File: config.mk
export PLATFORM = sky130hd
export DESIGN_NAME = fetch_sequencer
export DESIGN_NICKNAME = d
export VERILOG_FILES = /design/src/rtl/fetch_sequencer_pkg.sv /design/src/rtl/fetch_sequencer_pc_bound_check.sv /design/src/rtl/fetch_sequencer.sv
export SDC_FILE = /design/constraint.sdc
export NUM_CORES = 1
export LEC_CHECK = 0
export CELL_PAD_IN_SITES_DETAIL_PLACEMENT = 1
export CELL_PAD_IN_SITES_GLOBAL_PLACEMENT = 1
export CORE_ASPECT_RATIO = 1.75
export CORE_MARGIN = 4
export CORE_UTILIZATION = 37
export DETAILED_ROUTE_END_ITERATION = 16
export PLACE_DENSITY = 0.85
export SYNTH_ARGS = -nofsm -noshare
export SYNTH_HDL_FRONTEND = slang
export SYNTH_SLANG_ARGS = --single-unit
File: constraint.sdc
create_clock -name clk -period 4.8 [get_ports clk]
set_input_delay 0.96 -clock clk [delete_from_list [all_inputs] [get_ports clk]]
set_output_delay 0.96 -clock clk [all_outputs]
set_load 0.02 [all_outputs]
File: src/rtl/fetch_sequencer_pkg.sv
// Shared types and constants for the instruction fetch sequencer.
package fetch_sequencer_pkg;

    typedef enum logic [1:0] {
        ST_RUN   = 2'd0,
        ST_HALT  = 2'd1,
        ST_FAULT = 2'd2
    } fetch_state_t;

    localparam logic [31:0] NOP_WORD          = 32'h0000_0013;
    localparam logic [31:0] HALT_WORD_DEFAULT = 32'h0000_0063;
    localparam int unsigned INST_BYTES        = 4;

endpackage

File: src/rtl/fetch_sequencer_pc_bound_check.sv
// Combinational legality check for a fetch address: word aligned and the
// whole word inside instruction memory.
module pc_bound_check (
    input  logic [63:0] addr,
    input  logic [63:0] limit,
    output logic        legal
);

    // 65-bit sum so addresses near 2^64 cannot wrap into the legal range
    logic [64:0] last_byte;

    assign last_byte = {1'b0, addr} + 65'd3;
    assign legal     = (addr[1:0] == 2'b00) && (last_byte < {1'b0, limit});

endmodule

File: src/rtl/fetch_sequencer.sv
// PC and fetch controller: drives Instruction_Memory, registers the returned
// word and its PC into one output stage, and handles stall/redirect/halt/fault.
//
//   state    | meaning
//   ST_RUN   | fetching sequentially, honouring stall and redirect
//   ST_HALT  | halt word delivered, waiting for a redirect to resume
//   ST_FAULT | illegal PC seen; sticky until reset
module fetch_sequencer
    import fetch_sequencer_pkg::*;
#(
    parameter logic [63:0] RESET_PC   = 64'd0,
    parameter int unsigned IMEM_BYTES = 665,
    parameter logic [31:0] HALT_WORD  = HALT_WORD_DEFAULT
) (
    input  logic        clk,
    input  logic        reset,
    input  logic        Stall,
    input  logic        Redirect_Valid,
    input  logic [63:0] Redirect_Target,
    input  logic [31:0] Instruction,
    output logic [63:0] Inst_Address,
    output logic        Fetch_Valid,
    output logic [63:0] Fetch_PC,
    output logic [31:0] Fetch_Instruction,
    output logic [31:0] Fetch_Count,
    output logic        Halted,
    output logic        Fault
);

    localparam logic [63:0] LIMIT = 64'(IMEM_BYTES);

    fetch_state_t state, state_nxt;
    logic [63:0]  pc, pc_nxt;
    logic         valid_nxt;
    logic [63:0]  fetch_pc_nxt;
    logic [31:0]  fetch_inst_nxt;
    logic [31:0]  count_nxt;
    logic         redirect_legal;
    logic         pc_legal;

    pc_bound_check u_redirect_check (
        .addr  (Redirect_Target),
        .limit (LIMIT),
        .legal (redirect_legal)
    );

    pc_bound_check u_seq_check (
        .addr  (pc),
        .limit (LIMIT),
        .legal (pc_legal)
    );

    always_ff @(posedge clk or negedge reset) begin
        if (!reset) begin
            state             <= ST_RUN;
            pc                <= RESET_PC;
            Fetch_Valid       <= 1'b0;
            Fetch_PC          <= 64'd0;
            Fetch_Instruction <= NOP_WORD;
            Fetch_Count       <= 32'd0;
        end else begin
            state             <= state_nxt;
            pc                <= pc_nxt;
            Fetch_Valid       <= valid_nxt;
            Fetch_PC          <= fetch_pc_nxt;
            Fetch_Instruction <= fetch_inst_nxt;
            Fetch_Count       <= count_nxt;
        end
    end

    always_comb begin
        state_nxt      = state;
        pc_nxt         = pc;
        valid_nxt      = Fetch_Valid;
        fetch_pc_nxt   = Fetch_PC;
        fetch_inst_nxt = Fetch_Instruction;
        count_nxt      = Fetch_Count;
        unique case (state)
            ST_RUN: begin
                if (Redirect_Valid) begin
                    valid_nxt = 1'b0;
                    if (redirect_legal) pc_nxt = Redirect_Target;
                    else                state_nxt = ST_FAULT;
                end else if (Stall) begin
                    valid_nxt = Fetch_Valid;
                end else if (!pc_legal) begin
                    state_nxt = ST_FAULT;
                    valid_nxt = 1'b0;
                end else begin
                    fetch_pc_nxt   = pc;
                    fetch_inst_nxt = Instruction;
                    valid_nxt      = 1'b1;
                    count_nxt      = Fetch_Count + 32'd1;
                    // The halt word is delivered but the PC parks on it
                    if (Instruction == HALT_WORD) state_nxt = ST_HALT;
                    else                          pc_nxt = pc + 64'(INST_BYTES);
                end
            end
            ST_HALT: begin
                valid_nxt = 1'b0;
                if (Redirect_Valid) begin
                    if (redirect_legal) begin
                        state_nxt = ST_RUN;
                        pc_nxt    = Redirect_Target;
                    end else begin
                        state_nxt = ST_FAULT;
                    end
                end
            end
            ST_FAULT: begin
                valid_nxt = 1'b0;
            end
            default: begin
                state_nxt = ST_FAULT;
                valid_nxt = 1'b0;
            end
        endcase
    end

    assign Inst_Address = pc;
    assign Halted       = (state == ST_HALT) || (state == ST_FAULT);
    assign Fault        = (state == ST_FAULT);

endmodule

==> results of run 1 <==
where the power goes:
| group | leakage, nW | internal [mW] | switching, mW |
|---|---|---|---|
| logic | 4.50 | 0.134 | 0.145 |
| clock network | 0.292 | 0.723 | 0.777 |
| registers | 2.62 | 1.64 | 0.000000000212 |
synth_stat cells (all sizes together), types with 7 or more instances:
library cell  instances  area, sq um
dfrtp               192         4800
nand2               105          394
nand4               102          644
and2                 94          588
nor2                 80          305
nor3                 74          370
clkbuf               67          251
nand3                66          335
nor4                 52          383
mux2                 45          507
xor2                 38          333
inv                  36          135
o21ai                35          175
xnor2                33          289
and4                 30          263
or4                  27          210
and3                 23          144
a21oi                18         93.8
o21a                 17          128
or3                  16          100
buf                  11         57.6
nor3b                11         82.6
mux2i                10          100
nand4b               10         87.6
ha                    9          113
nor4b                 9         78.8
o31ai                 9         67.6
or2                   9         58.8
a211o                 8         70.1
a31oi                 8         50.1
nor2b                 8         50.1
a211oi                7         52.6
nand2b                7         43.8
o2111ai               7         61.3
o311ai                7         61.3
layout make-up:
class / count / share of cell area (%)
clock buffer: 18 / 2.49
clock inverter: 14 / 1.02
inverter: 36 / 0.766
multi-input combinational: 1055 / 39.6
sequential: 195 / 27.7
tap: 405 / 2.87
timing repair buffer: 492 / 25.6
worst max-delay path: cells and delay by family:
family | cells | cell delay, ns
buf+inv | 2 | 0.69
compound gates | 2 | 0.46
simple gates | 8 | 2.88
registers in the layout (all words and copies together), names as in the netlist:
name               cells
Inst_Address          64
Fetch_Instruction     32
Fetch_Valid            1
state                  2
Fetch_Count           32
Fetch_PC              64
repair_timing:
| action | in CTS | in global routing |
|---|---|---|
| setup endpoints to repair | 0 | 117 |
| gates resized for setup | 0 | 4 |
| setup buffers | 0 | 2 |
worst min-delay path by stage:
stage                                             end  slack (ns)  cells past startpoint
after floorplan                  state[0]$_DFFE_PN0P_        0.49                      1
after global placement    Fetch_Count[31]$_DFFE_PN0P_        0.46                      1
after detailed placement     Fetch_PC[41]$_DFFE_PN0P_        0.47                      1
after CTS                 Fetch_Count[31]$_DFFE_PN0P_        0.49                      1
after global routing      Fetch_Count[11]$_DFFE_PN0P_        0.50                      1
final                     Fetch_Count[11]$_DFFE_PN0P_        0.49                      1
logic make-up (layout without fill, tap and decap cells):
logic type      Yosys count  after routing  share of synthesized area, %
flops                   195            195                          39.7
mux                      55             55                          4.94
fa+ha+maj                 9              9                         0.916
buf+inv                 114            560                          3.61
simple gates            735            735                          34.5
compound gates          185            185                          11.2
xor+xnor                 71             71                          5.06
routing by layer:
| metal | up-vias | GRT usage [%] | wire, microns |
|---|---|---|---|
| met1 | 6808 | 31.3 | 19600 |
| met3 | 285 | 5.24 | 2820 |
| met2 | 628 | 61.6 | 32500 |
| li1 | 6005 | - | - |
| met4 | 0 | 26.3 | 5840 |
| met5 | - | 0 | 0 |
cells in the final DEF (no fill, tap or decap), types with 8 or more instances in the layout:
cell type / synthesis / layout
clkdlybuf4s50_1: 0 / 293
buf_4: 0 / 192
dfrtp_1: 192 / 189
nand2_1: 105 / 104
nand4_1: 101 / 101
and2_1: 93 / 93
nor2_1: 78 / 78
nor3_1: 74 / 74
nand3_1: 65 / 65
nor4_1: 47 / 47
mux2_2: 44 / 44
xor2_1: 38 / 38
inv_1: 36 / 36
o21ai_0: 35 / 35
xnor2_1: 33 / 33
and4_1: 30 / 30
or4_1: 25 / 25
and3_1: 23 / 23
a21oi_1: 17 / 17
o21a_1: 17 / 17
clkbuf_16: 0 / 17
or3_1: 16 / 16
nor3b_1: 11 / 11
mux2i_1: 10 / 10
nand4b_1: 10 / 10
nor4b_1: 9 / 9
o31ai_1: 9 / 9
ha_1: 9 / 9
nor2b_1: 8 / 8
or2_2: 8 / 8
a211o_1: 8 / 8
a31oi_1: 8 / 8
through the flow:
stage	setup WS [ns]	power [mW]	instances
detailed placement	-0.422	1.95	2181
CTS	0.0681	3.45	2213
global placement	-0.320	1.94	2181
global route	0.00974	3.53	2215
finish	0.155	3.42	2215
floorplan	0.116	1.73	1364
==> metrics.md, run 1 <==
| Metric | Value |
|---|---|
| Syn-to-layout area delta | 43.5% |
| R2r setup slk | roughly 0.29 ns |
| R2R cell count | 12 |
| Worst rel slew slack | between 30% and 40% |
| R2r endpoint | Fetch_Count[9]$_DFFE_PN0P_ |
| Post-route DRC | 0 |
| Tmin final | 4.64 ns |
| HPWL Detailed | 49,500 microns |
| EDFF count, synth | 0 |
| Number of global-route vias before repair | roughly 15,000 |
| Final antenna diode count | 0 |
| Peak VDD IR | 0.277 mV |
| NumNets Final | roughly 1,900 |
| First-pass GRT wire length | 91,700 microns |
| Mapped Cells | 1,364 |
| Area of the mapped netlist | between 10,000 and 15,000 sq um |
| Placed cell area | 17,000 sq um |
| Root Driver | clkbuf_16 |
| Total core area | approximately 33,000 sq um |
| # setup viols final | 0 |
| IO Port Bufs | 294 |
| Ys flop type | dfrtp_1 |
| CTS tree | yes |
| Post-CTS Hold Buffers | 0 |
| Pleak | between 7 and 8 nW |
| Worst setup path endpoint | Inst_Address[14]$_DFFE_PN0P_ |
| Total routed wirelength | approximately 61,000 microns |
| RSZ-0062 raised after global routing | no |
| Area of the multi-input gates | 6980 sq um |
| Hold WC Path Type | flop to flop |
| Max-Cap Viols | 0 |
| Die footprint | about 36,000 sq um |
| Reg-to-reg startpoint | Inst_Address[4]$_DFFE_PN0P_ |
| Post-DR vias/cell | 6.20 |
| Final hold violation count | 0 |
| Fin Setup TNS | 0 ns |
| Post-synth cell types | 78 |
| Slew at the pin closest to its max-slew limit | a little over 1 ns |
| Final ANT Viol Nets | 0 |
| Post-Syn Nets | 1,473 |
| Clk buf depth | 2 |
| Slowest Stage Delay on Critical Path | 0.60 ns |
| Die Span Y | about 250 microns |
| H-Tree Depth | 4 |
| PD cells | 194 nW/um^2 |
| Crit-path cells | clkdlybuf4s50_1 -> nand3_2 -> or4_1 -> or4_4 -> or3_1 -> a221o_1 -> or4_4 -> nor4_4 -> a21oi_2 -> or2_4 -> buf_12 -> and2_1 |
| Die Width | ~150 microns |
| Slew Viols, Final | 0 |
| Most frequent CP cell | or4_4 |
| DR iter-0 viols | between 800 and 900 |
| DRT Pass-1 Iters | 5 |
| Mean routed wirelength per cell | around 27 microns |
| Clk Latency, worst-skew pair | about 0.47 ns |
| Pin count of the biggest net entering global routing | between 100 and 150 |
| Crit Path Class | input port to flop |
| Worst-path clk slew | about 0.09 ns |
| Fmax | 0.215 GHz |
| Period utilization | a little over nine tenths |
| Ports | 295 |
| CP max stage cell | or4_4 |
| Sequential cell area fraction in the yosys report | ~40% |
| Number of fill cells | ~3,800 |
| Via count | between 10,000 and 15,000 |
| Synth async-reset ratio | 100% |
| Utilization after layout | between 50% and 60% |
| Worst Setup SP | Redirect_Target[5] |
| Critical Path End Type | flop |
| Yosys reg bits | roughly 200 |
| YS warnings | 0 |
| Routability cong. | slightly above 1 |
| Initial Util | between 30% and 40% |
| Startpoint of the worst hold path | Fetch_Count[11]$_DFFE_PN0P_ |
| GR Overflow Total | 0 |
| CTS Buf Count | 17 |
| Post-route cell area | roughly 18,000 sq um |
| Row cnt | slightly below 90 |
| Reg area | 4890 sq um |
| CP max FO | 37 |
| Clk_skew | 0.0224 ns |
| Layout cell share with drive strength beyond 1 | approximately 17% |
| Initial antenna violation count | 0 |
| Crit path required time | between 5 and 6 ns |
| Gr usage total | about a third |
| Status | complete, no violations |
| WP data arrival | ~5 ns |
| Syn Area/Cell | roughly 9 sq um |
| Hold Slack | ~0.49 ns |
| CP startpoint kind | input port |
| Total clock sinks | 195 |
Note: power is estimated with default switching activity, not from simulation.
==> run 2: changes to the inputs <==
Settings changed: SLEW_MARGIN set to 20.
==> metrics.md, run 2 (synthesized netlist as in run 1, its figures left out) <==
| Metric | Value |
|---|---|
| Status | complete, no violations (unchanged) |
| Max-Cap Viols | 0 (unchanged) |
| Mean routed wirelength per cell | 27.4 microns (about the same) |
| Pin count of the biggest net entering global routing | 125 (unchanged) |
| Place WS | -0.422 ns (unchanged) |
| Die Width | 146 microns (unchanged) |
| First-pass GRT wire length | 91,700 microns (unchanged) |
| Critical path's top delay family | simple AND/OR/NAND/NOR gates (unchanged) |
| NumNets Final | 1,907 (was 1,906) |
| Critical Path End Type | flop (unchanged) |
| Hold Slack | 0.391 ns (was 0.486 ns) |
| Clk buf depth | 2 (unchanged) |
| WP data arrival | 5.00 ns (was 4.99 ns) |
| WP buf/inv | 2 (unchanged) |
| IO Port Bufs | 294 (unchanged) |
| Worst rel slew slack | 31.6% (was 30.1%) |
| Fin worst setup slack | 0.156 ns (was 0.155 ns) |
| Initial antenna violation count | 0 (unchanged) |
| Worst-path clk slew | 0.09 ns (about the same) |
| Met2 usage | 61.6% (unchanged) |
| Number of global-route vias before repair | 15,100 (unchanged) |
| # setup viols final | 0 (unchanged) |
| Crit path required time | 5.15 ns (about the same) |
| Final antenna diode count | 0 (unchanged) |
| Most common cell after layout, fill and taps aside | clkdlybuf4s50_1 (unchanged) |
| Worst Setup SP | Redirect_Target[5] (unchanged) |
| Most frequent CP cell | or4_4 (unchanged) |
| DRT Pass-1 Iters | 7 (was 5) |
| Overall power | 3.42 mW (about the same) |
| Clk_skew | 0.0222 ns (was 0.0224 ns) |
| Finished Layout Cells | 2,216 (was 2,215) |
| H-Tree Depth | 4 (unchanged) |
| R2r endpoint | Fetch_Count[9]$_DFFE_PN0P_ (unchanged) |
| RSZ-0062 raised after global routing | no (unchanged) |
| Instance count on the critical path | 12 (unchanged) |
| Syn-to-layout area delta | 43.7% (was 43.5%) |
| Die footprint | 36,300 sq um (unchanged) |
| Most frequent cells in the layout | 293 x clkdlybuf4s50_1, 192 x buf_4, 189 x dfrtp_1, 104 x nand2_1, 101 x nand4_1 (unchanged) |
| Die Span Y | 249 microns (unchanged) |
| Slew Viols, Final | 0 (unchanged) |
| Fin Setup TNS | 0 ns (unchanged) |
| Fmax | 0.215 GHz (about the same) |
| Final ANT Viol Nets | 0 (unchanged) |
| Hold WC Path Type | input port to async pin (was flop to flop) |
| Post-route cell area | 17,700 sq um (was 17,600 sq um) |
| CP max stage cell | or4_4 (unchanged) |
| GR Overflow Total | 0 (unchanged) |
| Crit-path cells | clkdlybuf4s50_1 -> nand3_2 -> or4_1 -> or4_4 -> or3_1 -> a221o_1 -> or4_4 -> nor4_4 -> a21oi_2 -> or2_4 -> buf_12 -> and2_1 (unchanged) |
| Period utilization | 96.8% (about the same) |
| Layout cell share with drive strength beyond 1 | 17.1% (about the same) |
| Total core area | 32,900 sq um (unchanged) |
| Utilization after layout | 53.6% (about the same) |
| Post-CTS Hold Buffers | 0 (unchanged) |
| CP max FO | 37 (unchanged) |
| Total clock sinks | 195 (unchanged) |
| Post-DR vias/cell | 6.17 (was 6.20) |
| R2r setup slk | 0.26 ns (was 0.29 ns) |
| R2R cell count | 12 (unchanged) |
| Placed cell area | 17,000 sq um (unchanged) |
| Total routed wirelength | 60,700 microns (about the same) |
| Pleak | 7.43 nW (was 7.41 nW) |
| Final hold violation count | 0 (unchanged) |
| Tmin final | 4.64 ns (about the same) |
| Peak VDD IR | 0.279 mV (was 0.277 mV) |
| Via count | 13,700 (about the same) |
| Routability cong. | 1.02 (unchanged) |
| Global routing's busiest layer | met2 (unchanged) |
| Row cnt | 88 (unchanged) |
| GRT met1 Usage | 31.3% (unchanged) |
| Post-route DRC | 0 (unchanged) |
| Gr usage total | 32.9% (unchanged) |
| DR iter-0 viols | 793 (was 896) |
| CTS Buf Count | 17 (unchanged) |
| CTS tree | yes (unchanged) |
| Initial Util | 37.3% (unchanged) |
| DP Cell Count | 2,181 (unchanged) |
| PD cells | 194 nW/um^2 (about the same) |
| Ports | 295 (unchanged) |
| Clk Latency, worst-skew pair | 0.48 ns (was 0.47 ns) |
| M3 GR Usage | 5.24% (unchanged) |
| Slew at the pin closest to its max-slew limit | 1.02 ns (was 1.04 ns) |
| Slowest Stage Delay on Critical Path | 0.60 ns (about the same) |
| HPWL Detailed | 49,500 microns (unchanged) |
| Root Driver | clkbuf_16 (unchanged) |
| CP startpoint kind | input port (unchanged) |
| Crit Path Class | input port to flop (unchanged) |
| Reg-to-reg startpoint | Inst_Address[4]$_DFFE_PN0P_ (unchanged) |
[run 2: final cells by class]
type / count / area [sq um]
clock buffer: 18 / 439
tap: 405 / 507
multi-input combinational: 1055 / 6980
clock inverter: 14 / 180
timing repair buffer: 493 / 4540
sequential: 195 / 4890
inverter: 36 / 135
fill: 3769 / 15300
[run 2: timing repair]
action                     CTS  global route
setup endpoints to repair    0           117
resized for setup            0             4
setup buffers                0             2
[run 2: worst max path at each step]
stage          slack, ns                      endpoint
2_1_floorplan       0.12  Inst_Address[10]$_DFFE_PN0P_
3_3_place_gp       -0.32  Inst_Address[41]$_DFFE_PN0P_
3_5_place_dp       -0.42  Inst_Address[31]$_DFFE_PN0P_
4_1_cts             0.07  Inst_Address[15]$_DFFE_PN0P_
5_1_grt             0.01  Inst_Address[15]$_DFFE_PN0P_
6_report            0.16  Inst_Address[15]$_DFFE_PN0P_
[run 2: power by group]
part	leakage, nW	internal, mW	switching, mW
Sequential	2.62	1.64	0.000000000214
Combinational	4.51	0.136	0.146
Clock	0.292	0.723	0.777
Total	7.43	2.50	0.922
[run 2: routing by layer]
metal,vias to the layer above,routed length [microns]
li1,6008,-
met1,6804,19700
met2,580,32600
met3,273,2640
met4,0,5760
met5,-,0
==> run 3: changes to the inputs <==
Settings changed: REMOVE_ABC_BUFFERS set to 1.
==> metrics.md, run 3 (synthesized netlist as in run 1, its figures left out) <==
| Metric | Value |
|---|---|
| Status | complete, no violations (unchanged) |
| CP max stage cell | or4_1 (was or4_4) |
| GR Overflow Total | 0 (unchanged) |
| Die footprint | 36,300 sq um (unchanged) |
| Fin worst setup slack | 0.0991 ns (was 0.156 ns) |
| Die Width | 146 microns (unchanged) |
| Most frequent cells in the layout | 293 x clkdlybuf4s50_1, 204 x buf_4, 191 x dfrtp_1, 104 x nand2_1, 101 x nand4_1 (was 293 x clkdlybuf4s50_1, 192 x buf_4, 189 x dfrtp_1, 104 x nand2_1, 101 x nand4_1) |
| Critical path's top delay family | simple AND/OR/NAND/NOR gates (unchanged) |
| Final hold violation count | 0 (unchanged) |
| CTS tree | yes (unchanged) |
| Syn-to-layout area delta | 44.8% (was 43.7%) |
| Die Span Y | 249 microns (unchanged) |
| Startpoint of the worst hold path | Fetch_Count[31]$_DFFE_PN0P_ |
| Hold EP | Fetch_Count[31]$_DFFE_PN0P_ |
| Slew at the pin closest to its max-slew limit | 1.10 ns (was 1.02 ns) |
| Worst-path clk slew | 0.09 ns (about the same) |
| Crit-path cells | nand4_1 -> or4_1 -> o41a_1 -> nor4_1 -> o211ai_1 -> a2111o_1 -> nor4_4 -> buf_4 -> nand3_1 -> buf_4 -> nor3_1 -> xnor2_1 (was clkdlybuf4s50_1 -> nand3_2 -> or4_1 -> or4_4 -> or3_1 -> a221o_1 -> or4_4 -> nor4_4 -> a21oi_2 -> or2_4 -> buf_12 -> and2_1) |
| Worst hold stages | 1 |
| Utilization after layout | 54.1% (was 53.6%) |
| Number of global-route vias before repair | 15,200 (was 15,100) |
| Initial Util | 37.3% (unchanged) |
| Slowest Stage Delay on Critical Path | 0.69 ns (was 0.60 ns) |
| Post-route DRC | 0 (unchanged) |
| Final ANT Viol Nets | 0 (unchanged) |
| Total core area | 32,900 sq um (unchanged) |
| Hold Slack | 0.481 ns (was 0.391 ns) |
| R2r endpoint | Fetch_Count[29]$_DFFE_PN0P_ (was Fetch_Count[9]$_DFFE_PN0P_) |
| Number of fill cells | 3,766 (was 3,769) |
| CP startpoint kind | flop (was input port) |
| Post-DR vias/cell | 6.19 (was 6.17) |
| Hold WC Path Type | flop to flop (was input port to async pin) |
| Tmin final | 4.70 ns (was 4.64 ns) |
| DRT Pass-1 Iters | 7 (unchanged) |
| Total clock sinks | 195 (unchanged) |
| CP max FO | 8 (was 37) |
| CTS Buf Count | 17 (unchanged) |
| Fmax | 0.213 GHz (was 0.215 GHz) |
| R2r setup slk | 0.1 ns (was 0.26 ns) |
| Max-Cap Viols | 0 (unchanged) |
| WP data arrival | 5.09 ns (was 5.00 ns) |
| DP Cell Count | 2,194 (was 2,181) |
| DR iter-0 viols | 935 (was 793) |
| Clk_skew | 0.0269 ns (was 0.0222 ns) |
| Overall power | 3.57 mW (was 3.42 mW) |
| H-Tree Depth | 4 (unchanged) |
| Layout cell share with drive strength beyond 1 | 17.6% (was 17.1%) |
| Finished Layout Cells | 2,228 (was 2,216) |
| Initial antenna violation count | 1 (was 0) |
| Peak VDD IR | 0.263 mV (was 0.279 mV) |
| Pin count of the biggest net entering global routing | 110 (was 125) |
| HPWL Detailed | 50,200 microns (was 49,500 microns) |
| Most common cell after layout, fill and taps aside | clkdlybuf4s50_1 (unchanged) |
| Ports | 295 (unchanged) |
| Via count | 13,800 (was 13,700) |
| # setup viols final | 0 (unchanged) |
| Critical Path End Type | flop (unchanged) |
| RSZ-0062 raised after global routing | no (unchanged) |
| Gr usage total | 33.8% (was 32.9%) |
| WP buf/inv | 2 (unchanged) |
| NumNets Final | 1,919 (was 1,907) |
| Most frequent CP cell | buf_4 (was or4_4) |
| Final antenna diode count | 0 (unchanged) |
| Routability cong. | 1.05 (was 1.02) |
| Root Driver | clkbuf_16 (unchanged) |
| Reg-to-reg startpoint | Inst_Address[21]$_DFFE_PN0P_ (was Inst_Address[4]$_DFFE_PN0P_) |
| Crit path required time | 5.19 ns (was 5.15 ns) |
| Clk buf depth | 2 (unchanged) |
| First-pass GRT wire length | 94,400 microns (was 91,700 microns) |
| Total routed wirelength | 62,400 microns (was 60,700 microns) |
| Row cnt | 88 (unchanged) |
| R2R cell count | 12 (unchanged) |
| IO Port Bufs | 294 (unchanged) |
| Mean routed wirelength per cell | 28.0 microns (was 27.4 microns) |
| Pleak | 7.52 nW (was 7.43 nW) |
| Crit Path Class | flop to flop (was input port to flop) |
| Place WS | -0.488 ns (was -0.422 ns) |
| Worst rel slew slack | 25.7% (was 31.6%) |
| Clk Latency, worst-skew pair | 0.48 ns (about the same) |
| PD cells | 200 nW/um^2 (was 194 nW/um^2) |
| Post-CTS Hold Buffers | 0 (unchanged) |
| Slew Viols, Final | 0 (unchanged) |
| Period utilization | 97.9% (was 96.8%) |
run 3: through the flow:
stage               instance area, sq um  setup TNS [ns]
CTS                                17800               0
detailed placement                 17100          -25.14
floorplan                          12000          -95.52
finish                             17800               0
global route                       17800               0
global placement                   17100          -18.77
run 3: timing repair:
action,CTS,global route
resized for setup,1,4
endpoints found under the setup margin,4,119
buffers inserted,0,2
pin swaps,0,4
run 3: worst max path at each step:
stage / startpoint / slack, ns / endpoint / cells after the start
after floorplan: Inst_Address[12]$_DFFE_PN0P_ / -1.02 / Fetch_Count[8]$_DFFE_PN0P_ / 10
after global placement: Redirect_Target[7] / -0.38 / Inst_Address[9]$_DFFE_PN0P_ / 12
after detailed placement: Redirect_Target[3] / -0.49 / Inst_Address[9]$_DFFE_PN0P_ / 12
final: Inst_Address[21]$_DFFE_PN0P_ / 0.1 / Fetch_Count[29]$_DFFE_PN0P_ / 12
after CTS: Redirect_Target[3] / 0.008 / Inst_Address[9]$_DFFE_PN0P_ / 12
after global routing: Inst_Address[21]$_DFFE_PN0P_ / 0.003 / Fetch_Count[9]$_DFFE_PN0P_ / 12
run 3: power by group:
group,internal (mW),switching [mW]
registers,1.64,0.000000000122
logic,0.137,0.147
clock network,0.828,0.812
run 3: layout make-up:
class / instances / area [sq um] / area share [%]
multi-input cells: 1055 / 6980 / 39.2
flip-flops and latches: 195 / 4880 / 27.4
clock inverters: 15 / 251 / 1.41
well taps: 405 / 507 / 2.85
inverters: 36 / 135 / 0.759
repair buffers: 505 / 4620 / 25.9
clock buffers: 17 / 425 / 2.39
run 3: worst register-to-register path: stages, from the launching register on:
cell      delay (ns)
dfrtp_1         0.53
nand4_1         0.31
or4_1           0.69
o41a_1          0.45
nor4_1          0.43
o211ai_1        0.16
a2111o_1        0.45
nor4_4          0.49
buf_4           0.26
nand3_1         0.22
buf_4           0.22
nor3_1          0.25
xnor2_1         0.17
run 3: layer usage:
| layer | global-route usage, % | share of wire [%] | vias up |
|---|---|---|---|
| li1 | - | - | 6034 |
| met3 | 5.66 | 4.8 | 294 |
| met2 | 62.6 | 53 | 639 |
| met1 | 32.3 | 32 | 6826 |
| met5 | 0 | 0 | - |
| met4 | 27.7 | 9.9 | 0 |
